$ cat config.mk
export PLATFORM = sky130hd
export DESIGN_NAME = motion_update_broadcaster_flat
export DESIGN_NICKNAME = d
export VERILOG_FILES = /design/src/rtl/motion_update_broadcaster_if.sv /design/src/rtl/motion_update_broadcaster.sv /design/src/flat_wrapper.sv
export SDC_FILE = /design/constraint.sdc
export NUM_CORES = 1
export LEC_CHECK = 0
export BUFFER_PORTS_ARGS = -buffer_cell sky130_fd_sc_hd__buf_4
export CAP_MARGIN = 20
export CORE_MARGIN = 1.5
export CORE_UTILIZATION = 52
export DETAILED_ROUTE_END_ITERATION = 10
export GPL_TIMING_DRIVEN = 1
export PLACE_DENSITY = 0.82
export SYNTH_ARGS = -nofsm -noshare
export SYNTH_HDL_FRONTEND = slang
export SYNTH_SLANG_ARGS = --single-unit
$ cat constraint.sdc
create_clock -name clk -period 4.6 [get_ports clk]
set_input_delay 0 -clock clk [delete_from_list [all_inputs] [get_ports clk]]
set_output_delay 0 -clock clk [all_outputs]
set_load 0.03 [all_outputs]
$ cat src/rtl/motion_update_broadcaster_if.sv
// Motion-update broadcast bus: cell-memory read port toward the selected cell
// plus the broadcast channel every position cache listens to.
interface motion_update_broadcaster_if #(
  parameter int DATA_WIDTH    = 32,
  parameter int ADDR_WIDTH    = 8,
  parameter int CELL_ID_WIDTH = 4
);
  logic                       start;
  logic [3*CELL_ID_WIDTH-1:0] out_rd_cell;
  logic [ADDR_WIDTH-1:0]      out_rd_address;
  logic                       out_rden;
  logic [3*DATA_WIDTH-1:0]    in_pos_data;
  logic [3*DATA_WIDTH-1:0]    in_disp_data;
  logic                       out_motion_update_enable;
  logic [3*DATA_WIDTH-1:0]    out_data;
  logic [3*CELL_ID_WIDTH-1:0] out_data_dst_cell;
  logic                       out_data_valid;
  logic                       out_done;

  // Broadcaster side
  modport master (
    input  start, in_pos_data, in_disp_data,
    output out_rd_cell, out_rd_address, out_rden,
           out_motion_update_enable, out_data, out_data_dst_cell,
           out_data_valid, out_done
  );

  // Cell array / top-level side
  modport slave (
    output start, in_pos_data, in_disp_data,
    input  out_rd_cell, out_rd_address, out_rden,
           out_motion_update_enable, out_data, out_data_dst_cell,
           out_data_valid, out_done
  );
endinterface

$ cat src/rtl/motion_update_broadcaster.sv
// Motion-update broadcaster: sweeps every cell (z fastest, then y, then x),
// reads each particle's position and displacement, applies periodic
// wrap-around and broadcasts the new position with its destination cell.
module motion_update_broadcaster #(
  parameter int DATA_WIDTH    = 32,
  parameter int ADDR_WIDTH    = 8,
  parameter int CELL_ID_WIDTH = 4,
  parameter int CELL_NUM_X    = 4,
  parameter int CELL_NUM_Y    = 2,
  parameter int CELL_NUM_Z    = 2
) (
  input logic clk,
  input logic rst,
  motion_update_broadcaster_if.master bus
);

  localparam int FRAC_WIDTH = DATA_WIDTH - CELL_ID_WIDTH;

  localparam logic [CELL_ID_WIDTH-1:0] NX = CELL_ID_WIDTH'(CELL_NUM_X);
  localparam logic [CELL_ID_WIDTH-1:0] NY = CELL_ID_WIDTH'(CELL_NUM_Y);
  localparam logic [CELL_ID_WIDTH-1:0] NZ = CELL_ID_WIDTH'(CELL_NUM_Z);
  localparam logic [CELL_ID_WIDTH-1:0] ONE = CELL_ID_WIDTH'(1);

  typedef enum logic [2:0] {
    IDLE,
    RD_CNT,
    WAIT_CNT,
    RD_PART,
    DRAIN,
    NEXT_CELL,
    FLUSH,
    CLOSE
  } state_t;

  state_t state;

  logic [CELL_ID_WIDTH-1:0] cx, cy, cz;
  logic [ADDR_WIDTH-1:0]    addr;
  logic [ADDR_WIDTH-1:0]    count;
  logic [1:0]               close_cnt;
  logic                     rden;
  logic                     enable;
  logic                     done;
  logic                     last_cell;

  // Datapath
  logic                       data_phase;
  logic [DATA_WIDTH-1:0]      new_x, new_y, new_z;
  logic [3*DATA_WIDTH-1:0]    new_data;
  logic [3*CELL_ID_WIDTH-1:0] new_dst;
  logic [3*DATA_WIDTH-1:0]    data;
  logic [3*CELL_ID_WIDTH-1:0] dst;
  logic                       valid;

  // Sum modulo 2^DATA_WIDTH, then fold coordinate 0 / n+1 back into 1..n.
  // Displacement is below one cell, so a single correction always suffices.
  function automatic logic [DATA_WIDTH-1:0] wrap_axis(
    input logic [DATA_WIDTH-1:0]    pos,
    input logic [DATA_WIDTH-1:0]    disp,
    input logic [CELL_ID_WIDTH-1:0] n
  );
    logic [DATA_WIDTH-1:0]    sum;
    logic [DATA_WIDTH-1:0]    span;
    logic [CELL_ID_WIDTH-1:0] field;
    sum   = pos + disp;
    field = sum[DATA_WIDTH-1 -: CELL_ID_WIDTH];
    span  = {n, {FRAC_WIDTH{1'b0}}};
    if (field == '0) begin
      wrap_axis = sum + span;
    end else if (field == n + ONE) begin
      wrap_axis = sum - span;
    end else begin
      wrap_axis = sum;
    end
  endfunction

  assign last_cell = (cx == NX) && (cy == NY) && (cz == NZ);

  // New position and destination cell from the data returned by the memory
  always_comb begin
    new_x    = wrap_axis(bus.in_pos_data[DATA_WIDTH-1:0],
                         bus.in_disp_data[DATA_WIDTH-1:0], NX);
    new_y    = wrap_axis(bus.in_pos_data[2*DATA_WIDTH-1:DATA_WIDTH],
                         bus.in_disp_data[2*DATA_WIDTH-1:DATA_WIDTH], NY);
    new_z    = wrap_axis(bus.in_pos_data[3*DATA_WIDTH-1:2*DATA_WIDTH],
                         bus.in_disp_data[3*DATA_WIDTH-1:2*DATA_WIDTH], NZ);
    new_data = {new_z, new_y, new_x};
    new_dst  = {new_x[DATA_WIDTH-1 -: CELL_ID_WIDTH],
                new_y[DATA_WIDTH-1 -: CELL_ID_WIDTH],
                new_z[DATA_WIDTH-1 -: CELL_ID_WIDTH]};
  end

  // Sweep controller with registered read-port, enable and done outputs
  always_ff @(posedge clk or posedge rst) begin
    if (rst) begin
      state     <= IDLE;
      cx        <= '0;
      cy        <= '0;
      cz        <= '0;
      addr      <= '0;
      count     <= '0;
      close_cnt <= '0;
      rden      <= 1'b0;
      enable    <= 1'b0;
      done      <= 1'b0;
    end else begin
      done <= 1'b0;
      case (state)
        IDLE: begin
          if (bus.start) begin
            cx     <= ONE;
            cy     <= ONE;
            cz     <= ONE;
            addr   <= '0;
            rden   <= 1'b1;
            enable <= 1'b1;
            state  <= RD_CNT;
          end
        end
        RD_CNT: begin
          rden  <= 1'b0;
          state <= WAIT_CNT;
        end
        WAIT_CNT: begin
          count <= bus.in_pos_data[ADDR_WIDTH-1:0];
          if (bus.in_pos_data[ADDR_WIDTH-1:0] == '0) begin
            state <= NEXT_CELL;
          end else begin
            addr  <= ADDR_WIDTH'(1);
            rden  <= 1'b1;
            state <= RD_PART;
          end
        end
        RD_PART: begin
          if (addr == count) begin
            rden  <= 1'b0;
            state <= DRAIN;
          end else begin
            addr <= addr + 1'b1;
          end
        end
        DRAIN: begin
          state <= NEXT_CELL;
        end
        NEXT_CELL: begin
          if (last_cell) begin
            state <= FLUSH;
          end else begin
            if (cz == NZ) begin
              cz <= ONE;
              if (cy == NY) begin
                cy <= ONE;
                cx <= cx + 1'b1;
              end else begin
                cy <= cy + 1'b1;
              end
            end else begin
              cz <= cz + 1'b1;
            end
            addr  <= '0;
            rden  <= 1'b1;
            state <= RD_CNT;
          end
        end
        FLUSH: begin
          enable    <= 1'b0;
          close_cnt <= '0;
          state     <= CLOSE;
        end
        CLOSE: begin
          if (close_cnt == 2'd2) begin
            cx        <= '0;
            cy        <= '0;
            cz        <= '0;
            addr      <= '0;
            count     <= '0;
            close_cnt <= '0;
            state     <= IDLE;
          end else begin
            close_cnt <= close_cnt + 2'd1;
            if (close_cnt == 2'd1) begin
              done <= 1'b1;
            end
          end
        end
        default: begin
          state <= IDLE;
        end
      endcase
    end
  end

  // Broadcast register stage: data returned for a particle read is launched
  // the following cycle, two cycles after its rden; address 0 is the count.
  always_ff @(posedge clk or posedge rst) begin
    if (rst) begin
      data_phase <= 1'b0;
      valid      <= 1'b0;
      data       <= '0;
      dst        <= '0;
    end else begin
      data_phase <= rden && (addr != '0);
      valid      <= data_phase;
      data       <= data_phase ? new_data : '0;
      dst        <= data_phase ? new_dst  : '0;
    end
  end

  assign bus.out_rd_cell              = {cx, cy, cz};
  assign bus.out_rd_address           = addr;
  assign bus.out_rden                 = rden;
  assign bus.out_motion_update_enable = enable;
  assign bus.out_data                 = data;
  assign bus.out_data_dst_cell        = dst;
  assign bus.out_data_valid           = valid;
  assign bus.out_done                 = done;

endmodule
$ cat src/flat_wrapper.sv
// flat-port wrapper written by rule: the top's interface ports become plain ports
module motion_update_broadcaster_flat 
#(
  parameter int DATA_WIDTH    = 32,
  parameter int ADDR_WIDTH    = 8,
  parameter int CELL_ID_WIDTH = 4,
  parameter int CELL_NUM_X    = 4,
  parameter int CELL_NUM_Y    = 2,
  parameter int CELL_NUM_Z    = 2
)
  (clk, rst, bus_start, bus_in_pos_data, bus_in_disp_data, bus_out_rd_cell, bus_out_rd_address, bus_out_rden, bus_out_motion_update_enable, bus_out_data, bus_out_data_dst_cell, bus_out_data_valid, bus_out_done);
  motion_update_broadcaster_if #(.DATA_WIDTH(DATA_WIDTH), .ADDR_WIDTH(ADDR_WIDTH), .CELL_ID_WIDTH(CELL_ID_WIDTH)) bus_i ();
  input logic clk;
  input logic rst;
  input wire logic [$bits(bus_i.start)-1:0] bus_start;
  input wire logic [$bits(bus_i.in_pos_data)-1:0] bus_in_pos_data;
  input wire logic [$bits(bus_i.in_disp_data)-1:0] bus_in_disp_data;
  output wire logic [$bits(bus_i.out_rd_cell)-1:0] bus_out_rd_cell;
  output wire logic [$bits(bus_i.out_rd_address)-1:0] bus_out_rd_address;
  output wire logic [$bits(bus_i.out_rden)-1:0] bus_out_rden;
  output wire logic [$bits(bus_i.out_motion_update_enable)-1:0] bus_out_motion_update_enable;
  output wire logic [$bits(bus_i.out_data)-1:0] bus_out_data;
  output wire logic [$bits(bus_i.out_data_dst_cell)-1:0] bus_out_data_dst_cell;
  output wire logic [$bits(bus_i.out_data_valid)-1:0] bus_out_data_valid;
  output wire logic [$bits(bus_i.out_done)-1:0] bus_out_done;
  assign bus_i.start = bus_start;
  assign bus_i.in_pos_data = bus_in_pos_data;
  assign bus_i.in_disp_data = bus_in_disp_data;
  assign bus_out_rd_cell = bus_i.out_rd_cell;
  assign bus_out_rd_address = bus_i.out_rd_address;
  assign bus_out_rden = bus_i.out_rden;
  assign bus_out_motion_update_enable = bus_i.out_motion_update_enable;
  assign bus_out_data = bus_i.out_data;
  assign bus_out_data_dst_cell = bus_i.out_data_dst_cell;
  assign bus_out_data_valid = bus_i.out_data_valid;
  assign bus_out_done = bus_i.out_done;
  motion_update_broadcaster #(.DATA_WIDTH(DATA_WIDTH), .ADDR_WIDTH(ADDR_WIDTH), .CELL_ID_WIDTH(CELL_ID_WIDTH), .CELL_NUM_X(CELL_NUM_X), .CELL_NUM_Y(CELL_NUM_Y), .CELL_NUM_Z(CELL_NUM_Z)) u_core (.clk(clk), .rst(rst), .bus(bus_i));
endmodule
==> results.py <==
metrics = {
    "outcome": {
        "outcome": "finished, final reports clean",
    },
    "floorplan": {
        "die_area_sq_um": 19890,
        "fp.dieH_um": 141.0,
        "site_row_count": 50,
        "die_w_um": 141.0,
        "core_area_sq_um": 18710,
        "initial_core_util_pct": 52.96,
        "ios": 327,
    },
    "worst_setup_path": {
        "setup.worst_path.start_class": "primary input",
        "worstSetupPathType": "in -> reg",
        "worst_ep_required_ns": 4.91,
        "critPathCaptureType": "flip-flop",
        "crit_arrival_ns": 3.43,
        "critical_path_peak_fanout": 3,
    },
    "detailed_routing": {
        "ant_nets": 0,
        "postRouteWirelength_um": 28260,
        "dr_total_vias": 9585,
        "drt_drc_violations_left": 0,
        "firstDrtPassIters": 4,
        "initialDrtViolationCount": 400,
        "post_drt_wl_per_cell_um": 16.82,
        "vias_per_cell": 5.705,
    },
    "clocking": {
        "cts.htree.levels": 4,
        "cts_tree": "built",
        "cts_buffer_depth": 2,
        "postCtsResizedCells": 0,
        "tritoncts_num_sinks": 134,
        "clk_pin_slew_ns": 0.06,
        "clock_tree.root_cell": "clkbuf_16",
        "post_cts_hold_buffer_count": 17,
        "postCtsSetupBuffers": 0,
        "worst_skew_pair.late_latency_ns": 0.42,
        "cts_made_buffers": 17,
    },
    "global_routing": {
        "antenna_found_initial": 0,
        "wire_length_of_the_first_global_routing_pass_um": 45680,
        "globalRoute.totalOverflow": 0,
        "maximum_number_of_pins_on_one_net_before_global_route_repair": 95,
        "grt_util_all_layers_pct": 28.57,
        "first_global_vias": 9328,
    },
    "layout": {
        "antennaDiodeCount": 0,
        "num-fill-cells": 1432,
        "postLayoutCoreUtil_pct": 70.80,
        "most_common_cell_after_layout_fill_and_taps_aside": "buf_4",
        "final_cell_mix": "buf_4, dfrtp_1, nor2_1",
        "areaGrowthSynthToFinish_pct": 33.69,
        "footprint_of_the_multi_input_gates_sq_um": 6215,
        "regArea_sq_um": 3353,
        "finish.cell_count_without_fillers": 1680,
        "design_area_sq_um": 13240,
        "layout-drive-gt1-share_pct": 26.28,
        "fin_nets": 1733,
    },
    "sta": {
        "period_share_pct": 67.79,
        "finalSetupViolations": 0,
        "finalHoldWorstSlack_ns": 0.002323,
        "worst_slew_pin_slew_ns": 0.8566,
        "finalHoldViolCount": 0,
        "fin_ws_ns": 1.482,
        "clock.fmax_mhz": 320.7,
        "drv_slew": 0,
        "fin_setup_tns_ns": 0,
        "rsz0062_at_grt": "no",
        "relSlewSlack_pct": 42.89,
        "layout_min_cycle_time_ns": 3.118,
        "timing.clock.skew_ns": 0.007631,
    },
    "pwr": {
        "finalPower_mw": 5.541,
        "powerDensity_nw_per_um2": 418.4,
        "power.static_leakage_nw": 6.896,
        "ir_drop_v": 0.0002527,
    },
    "yosys": {
        "synth.net_count": 1410,
        "syn_inst": 1111,
        "synth-main-ff-cell": "dfrtp_1",
        "post_synth.cell_area_avg_sq_um": 8.916,
        "synth.yosys.seq_area_share_pct": 33.85,
        "asyncSetResetFlopFracSynth_pct": 100.0,
        "post_synthesis_cell_area_sq_um": 9906,
        "number_of_flops_mapped_to_enable_cells_by_yosys": 0,
        "yosysWarnings": 0,
        "ys_types": 78,
        "ys_ff_latch": 134,
    },
    "place": {
        "minimum_setup_slack_after_placement_ns": 1.614,
        "port_buffers": 326,
        "globalplace.congestion": 0.9170,
        "dp.final_hpwl_um": 21690,
        "place.detailed.instances": 1632,
        "dpl_cell_area_sq_um": 12470,
    },
    "worst_hold_path": {
        "min_path_type": "in -> reg",
    },
    "flow_run": {
        "max-cap-violations": 0,
    },
}
power by group:
| group | internal [mW] | total, mW | switching (mW) |
|---|---|---|---|
| Sequential | 1.44 | 1.65 | 0.208 |
| Clock | 0.894 | 1.40 | 0.509 |
| Combinational | 0.991 | 2.49 | 1.50 |
metal layers:
layer	share of wire, %	GRT usage, %	wire length (um)
met5	0	0	0
met4	3.1	11.24	873
met3	5.6	4.959	1578
met2	49	49.03	13960
met1	42	35.84	11840
cell usage after synthesis (4+ instances only):
library cell / n / area share (%)
nand2_1: 72 / 2.7
a31oi_1: 12 / 0.76
nor3b_1: 4 / 0.30
a211o_1: 4 / 0.35
a21oi_1: 82 / 4.1
o31ai_1: 6 / 0.45
dfrtp_1: 134 / 34
nor3_1: 23 / 1.2
nand4_1: 12 / 0.76
nand2b_1: 9 / 0.57
nor4_1: 6 / 0.38
xor2_1: 42 / 3.7
a22o_1: 9 / 0.80
a211oi_1: 8 / 0.61
xnor2_1: 40 / 3.5
and3_1: 17 / 1.1
o21bai_1: 15 / 1.1
or2_2: 7 / 0.44
nor2b_1: 7 / 0.44
mux2i_1: 8 / 0.81
nand3_1: 26 / 1.3
clkbuf_1: 29 / 1.1
o21a_1: 11 / 0.83
o31a_1: 4 / 0.35
a311oi_1: 4 / 0.35
o211ai_1: 10 / 0.76
o211a_1: 4 / 0.40
buf_4: 12 / 0.91
ha_1: 101 / 13
or3_1: 5 / 0.32
o21ai_1: 5 / 0.25
a21o_1: 69 / 5.2
inv_1: 36 / 1.4
and2_1: 19 / 1.2
o21ai_0: 77 / 3.9
nor2_1: 121 / 4.6
sequential cells by signal, summed over array words and instances (netlist names), 2 cells and up:
name and cells:
u_core.state 3, u_core.bus.out_rd_address 8, u_core.cz 4, u_core.cx 4, u_core.bus.out_data 95, u_core.cy 4
u_core.count 8, u_core.close_cnt 2
layout make-up:
cell class | instances | share of cell area, %
Clock buffer | 24 | 3.638
Timing Repair Buffer | 346 | 19.94
Inverter | 36 | 1.058
Multi-Input combinational cell | 899 | 46.93
Clock inverter | 7 | 0.9070
Sequential cell | 134 | 25.32
Tap cell | 234 | 2.211
worst paths after layout:
| path | from | end | slack, ns | depth (start not counted) |
|---|---|---|---|---|
| worst max-delay path | bus_in_disp_data[0] | u_core.bus.out_data[30] | 1.48 | 14 |
| worst min-delay path | bus_in_disp_data[1] | u_core.bus.out_data[1] | 0.002 | 3 |
| worst max register to register | u_core.state[0] | u_core.bus.out_rd_address[5] | 1.89 | 9 |
| worst min register to register | u_core.cx[3] | u_core.cx[3] | 0.51 | 1 |
| max in group asynchronous | rst | u_core.bus.out_data[8] | 3.17 | 4 |
| min in group asynchronous | rst | u_core.cy[1] | 0.34 | 3 |
kinds of logic after synthesis:
| group | Yosys count | synth area share, % |
|---|---|---|
| xor+xnor | 82 | 7.250 |
| flops | 134 | 33.85 |
| buf+inv | 78 | 3.410 |
| simple gates | 350 | 17.33 |
| fa+ha+maj | 104 | 13.36 |
| mux | 9 | 0.9221 |
| compound gates | 354 | 23.87 |
worst max-delay path, cell delays in order:
cell           delay (ns)
dlygate4sd3_1        0.58
buf_4                0.15
ha_1                 0.23
fa_1                 0.43
a211oi_1             0.23
o21ai_1              0.17
o211a_1              0.29
o211ai_1             0.20
a21oi_1              0.15
a41oi_1              0.25
o21ai_0              0.13
xor2_1               0.15
or3b_1               0.35
o211a_1              0.13
No activity file was read; power rests on OpenSTA's default activity.
